### src/rtl/sel_decim_buffer_pkg.sv
// Shared definitions for the selector delay/decimation buffer:
// default geometry, the phase-event encoding and the phase-width helper.
package sel_decim_buffer_pkg;

    localparam int DEFAULT_WIDTH = 1;
    localparam int DEFAULT_DELAY = 2;
    localparam int DEFAULT_RATIO = 3;

    // What the phase counter does at a given clock edge, in priority order.
    typedef enum logic [1:0] {
        EV_SYNC    = 2'd0,  // re-align: phase to 0, no sample
        EV_HOLD    = 2'd1,  // disabled: phase frozen, strobes low
        EV_SAMPLE  = 2'd2,  // last phase of the period: wrap and sample
        EV_ADVANCE = 2'd3   // ordinary counting edge
    } phase_event_e;

    // Bits needed to hold phases 0..ratio-1 (never less than one bit).
    function automatic int phase_bits(input int ratio);
        return (ratio > 1) ? $clog2(ratio) : 1;
    endfunction

endpackage

### src/rtl/sel_decim_buffer_delay_line.sv
// Register chain ahead of the sampler. The sampler register in the top level
// is the final stage of the selector pipeline, so this chain holds DELAY-1
// registers and the top-level sel_out register completes the DELAY-cycle
// latency. With DELAY=1 the chain is empty and sel_in goes straight through.
module sel_decim_buffer_delay_line #(
    parameter int WIDTH = 1,
    parameter int DELAY = 2
) (
    input  logic             clk,
    input  logic             reset_L,
    input  logic [WIDTH-1:0] sel_in,
    output logic [WIDTH-1:0] tail
);

    genvar gi;

    generate
        if (DELAY < 1 || WIDTH < 1) begin : g_bad_params
            $error("sel_decim_buffer_delay_line: DELAY and WIDTH must be >= 1");
        end

        if (DELAY == 1) begin : g_passthrough
            assign tail = sel_in;
        end else begin : g_chain
            for (gi = 0; gi < DELAY - 1; gi++) begin : g_stage
                logic [WIDTH-1:0] q_reg;
                logic [WIDTH-1:0] q_next;

                if (gi == 0) begin : g_head
                    assign q_next = sel_in;
                end else begin : g_body
                    assign q_next = g_stage[gi-1].q_reg;
                end

                // Each stage shifts unconditionally; only reset clears it.
                always_ff @(posedge clk or negedge reset_L) begin
                    if (!reset_L) begin
                        q_reg <= '0;
                    end else begin
                        q_reg <= q_next;
                    end
                end
            end

            assign tail = g_stage[DELAY-2].q_reg;
        end
    endgenerate

endmodule

### src/rtl/sel_decim_buffer.sv
// Selector delay/decimation buffer: delays a selector bus and re-samples it
// once every RATIO enabled clocks, with enable, phase re-sync, a sample
// strobe, a change flag and the current phase exposed.
module sel_decim_buffer
    import sel_decim_buffer_pkg::*;
#(
    parameter int WIDTH = DEFAULT_WIDTH,
    parameter int DELAY = DEFAULT_DELAY,
    parameter int RATIO = DEFAULT_RATIO,
    parameter int CW    = phase_bits(RATIO)
) (
    input  logic             clk,
    input  logic             reset_L,
    input  logic             en,
    input  logic             sync,
    input  logic [WIDTH-1:0] sel_in,
    output logic [WIDTH-1:0] sel_out,
    output logic             out_valid,
    output logic             sel_changed,
    output logic [CW-1:0]    phase
);

    localparam logic [CW-1:0] LAST_PHASE = CW'(RATIO - 1);
    localparam logic [CW-1:0] PHASE_ONE  = CW'(1);

    generate
        if (RATIO < 2 || DELAY < 1 || WIDTH < 1) begin : g_bad_params
            $error("sel_decim_buffer: need RATIO >= 2, DELAY >= 1, WIDTH >= 1");
        end
    endgenerate

    logic [WIDTH-1:0] tail;
    logic [CW-1:0]    phase_reg;
    logic [WIDTH-1:0] sel_out_reg;
    logic             out_valid_reg;
    logic             sel_changed_reg;
    phase_event_e     phase_event;

    sel_decim_buffer_delay_line #(
        .WIDTH (WIDTH),
        .DELAY (DELAY)
    ) u_delay_line (
        .clk     (clk),
        .reset_L (reset_L),
        .sel_in  (sel_in),
        .tail    (tail)
    );

    // Decode this edge's action; sync outranks enable, which outranks wrap.
    always_comb begin
        phase_event = EV_ADVANCE;
        if (sync) begin
            phase_event = EV_SYNC;
        end else if (!en) begin
            phase_event = EV_HOLD;
        end else if (phase_reg == LAST_PHASE) begin
            phase_event = EV_SAMPLE;
        end
    end

    // Phase counter, sampler and strobes; sel_out only moves on a sample.
    always_ff @(posedge clk or negedge reset_L) begin
        if (!reset_L) begin
            phase_reg       <= '0;
            sel_out_reg     <= '0;
            out_valid_reg   <= 1'b0;
            sel_changed_reg <= 1'b0;
        end else begin
            unique case (phase_event)
                EV_SYNC: begin
                    phase_reg       <= '0;
                    out_valid_reg   <= 1'b0;
                    sel_changed_reg <= 1'b0;
                end
                EV_HOLD: begin
                    out_valid_reg   <= 1'b0;
                    sel_changed_reg <= 1'b0;
                end
                EV_SAMPLE: begin
                    phase_reg       <= '0;
                    sel_out_reg     <= tail;
                    out_valid_reg   <= 1'b1;
                    sel_changed_reg <= (tail != sel_out_reg);
                end
                default: begin
                    phase_reg       <= phase_reg + PHASE_ONE;
                    out_valid_reg   <= 1'b0;
                    sel_changed_reg <= 1'b0;
                end
            endcase
        end
    end

    assign sel_out     = sel_out_reg;
    assign out_valid   = out_valid_reg;
    assign sel_changed = sel_changed_reg;
    assign phase       = phase_reg;

endmodule

### config.mk
export PLATFORM = sky130hd
export DESIGN_NAME = sel_decim_buffer
export DESIGN_NICKNAME = d
export VERILOG_FILES = /design/src/rtl/sel_decim_buffer_pkg.sv /design/src/rtl/sel_decim_buffer_delay_line.sv /design/src/rtl/sel_decim_buffer.sv
export SDC_FILE = /design/constraint.sdc
export NUM_CORES = 1
export LEC_CHECK = 0
export CORE_AREA = 2 2 39 41
export CTS_CLUSTER_DIAMETER = 40
export DETAILED_ROUTE_END_ITERATION = 6
export DIE_AREA = 0 0 41 43
export PLACE_DENSITY = 0.48
export SLEW_MARGIN = 40
export SYNTH_ARGS = -nofsm -noshare
export SYNTH_HDL_FRONTEND = slang
export SYNTH_SLANG_ARGS = --single-unit
export TNS_END_PERCENT = 50
### constraint.sdc
create_clock -name clk -period 1.3 [get_ports clk]
set_input_delay 0.13 -clock clk [delete_from_list [all_inputs] [get_ports clk]]
set_output_delay 0.13 -clock clk [all_outputs]
set_load 0.005 [all_outputs]
==> flow_summary.yaml <==
outcome:
  status: "finished, final reports clean"
pwr:
  leakagePower_uw: 0.000194
  clock_power_share: 0.353
  worst_ir_drop_vdd_uv: 370
  power.switching_fraction: 0.228
  power-per-cell-area_mw_per_mm2: 1240
  comb_power_share: 0.191
  intPower_uw: 370
  pwr-share-seq: 0.457
  switching_power_uw: 109
grt:
  grt_first_pass_wirelength_um: 793
  global_route.overflow_total: 0
  globalRouteTotalUtil: 0.0737
  grt_antenna_before_repair: 0
  grt_start_max_net_pins: 7
  grt_pass1_vias: 203
cells_and_area:
  flip_flop_count_of_the_largest_register_all_copies_and_words_added: 2
  most_frequent_cells_in_the_layout: "clkdlybuf4s50_1 (7), dfrtp_1 (6), clkbuf_4 (3)"
  multiInputGateArea_um2: 87.6
  regArea_um2: 150
  layout-area-overhead-vs-synth_pct: 60.1
  utilization: 0.279
  fillerInstances: 149
  mostFrequentLayoutCell: "clkdlybuf4s50_1"
  layout-drive-gt1-share: 0.156
  nNetsFinal: 40
  insertedDiodeCount: 0
  stdcell_count: 48
timing:
  final.setup.worst_slack_ps: 39.9
  fin_skew_ps: 0.0893
  relSlewSlack: 0.817
  maxSlewViolCount: 0
  final.period_utilization: 0.969
  setup_viol: 0
  report.final.hold_viol_count: 0
  worst_margin_pin_slew_ps: 274
  max_clock_freq_mhz: 794
  final.min_clock_period_ps: 1260
  rsz0062_at_grt: "yes"
worst_setup_path:
  max_stage_delay_ps: 520
  cp_num_cells: 1
  critical_path.startpoint_type: "flip-flop"
  path_delay_family: "buffers and inverters"
  required_ps: 1170
  worst_ep_arrival_time_ps: 1130
  cp_max_fo: 3
  critical_path.cell_chain: "clkdlybuf4s50_1"
  critical_path.slowest_cell: "clkdlybuf4s50_1"
  critical_path_class: "reg -> out"
  rr_worst_depth: 3
  worst-path-buf-inv: 1
  timing.critical_path.to_type: "primary output"
clock_network:
  cts_tree: "built"
  cts-htree-levels: 1
  clock_network_latency_to_the_later_pin_of_the_worst_skew_pair_ps: 240
  cts-hold-fix-buffers: 0
  cts.sink_count: 6
  cts_made_buffers: 3
  post-cts-setup-buffer-count: 0
  cts.root.buffer_cell: "clkbuf_4"
  clock_edge_transition_at_the_registers_on_the_reported_setup_and_hold_paths_ps: 40
  clk_path_buf_depth: 2
route:
  antenna_left: 0
  detail_route.wl_per_cell_um: 10.3
  route.final.wire_length_um: 494
  dr.first_iter.drc_count: 5
  remaining_drc_errors: 0
  first_pass_iters: 3
  via_count: 196
  routed_via_density: 4.08
floorplanning:
  design.portCount: 10
  die-height_um: 43
  fp-row-count: 14
  effective_utilization_at_floorplan: 0.175
  die_width_um: 41
  core-area_mm2: 0.00138
  die_area_mm2: 0.00176
logic_synthesis:
  post_synth_main_area_contributors: "dfrtp_1 (62%), or3b_1 (7.3%), ha_1 (5.2%)"
  ys_seq_elements: 6
  yosysTopAreaCell: "dfrtp_1"
  synth-warning-count: 0
  synth_seq_area_share: 0.622
  distinct_cell_type_count_after_synthesis: 10
  syn_inst: 19
  netlist.area_leader.share: 0.622
  netlist_area_um2: 241
  syn_area_per_cell_um2: 12.7
  synth.net_count: 25
worst_hold_path:
  hold_path_class: "in -> async"
placement:
  gpl.final_weighted_congestion: 0.601
  port-buffer-count: 9
  dpl_worst_slack_ps: -9.81
  detailedPlacementHpwl_um: 382
  dp.cells: 45
job:
  max_cap_viol_count: 0
layout make-up:
class,instances,share of cell area
multi-input combinational,11,0.227
sequential,6,0.388
timing repair buffer,10,0.256
clock buffer,3,0.0583
inverter,2,0.0194
tap,16,0.0518
per-stage QoR:
stage / setup TNS [ps] / cell area [um2] / power [uW] / hold slack (ps)
detailed placement: -9.81 / 359 / 315 / 400
floorplan: 0 / 241 / 254 / -166
CTS: 0 / 384 / 495 / 133
global placement: 0 / 359 / 312 / 393
global route: -3.04 / 387 / 511 / 145
finish: 0 / 387 / 480 / 131
per-layer routing:
metal	wire, um	track usage	vias up
li1	-	-	89
met1	198	0.0721	95
met2	230	0.103	12
met3	65	0.0471	0
met4	0	0.0600	0
met5	0	0	-
power by group through the flow:
stage / Sequential [uW] / Combinational, uW / Clock (uW)
after global placement: 221 / 91.0 / 0
after CTS: 220 / 94.1 / 182
after global routing: 221 / 103 / 187
after floorplan: 223 / 31.0 / 0
after detailed placement: 222 / 92.9 / 0
final: 219 / 91.4 / 169
timing repair:
item,4_1_cts,5_1_grt
resized for setup,2,1
gates cloned,0,0
pin swaps,0,2
setup endpoints to repair,2,2
kinds of logic after synthesis:
family	synth area share
and+or+nand+nor	0.171
DFF	0.622
AOI/OAI and AO/OA	0.0415
buffers and inverters	0.0311
xor gates and xnor gates	0.0363
muxes	0.0466
adders and majority gates	0.0518
Yosys cell counts:
master / n
nand2b_1: 2
nor2_1: 1
nand3b_1: 1
mux2_1: 1
xnor2_1: 1
or3b_1: 2
ha_1: 1
dfrtp_1: 6
inv_1: 2
a21oi_1: 2
final timing paths:
path	startpoint	slack, ps	end
min in group clk	sel_in	330	u_delay_line.tail
hold / removal	reset_L	130	sel_out
setup reg to reg	phase[1]	50	phase[1]
hold reg to reg	u_delay_line.tail	520	sel_out
max in group asynchronous	reset_L	960	out_valid
setup / recovery	sel_out	40	sel_out
No activity file was read; power rests on OpenSTA's default activity.
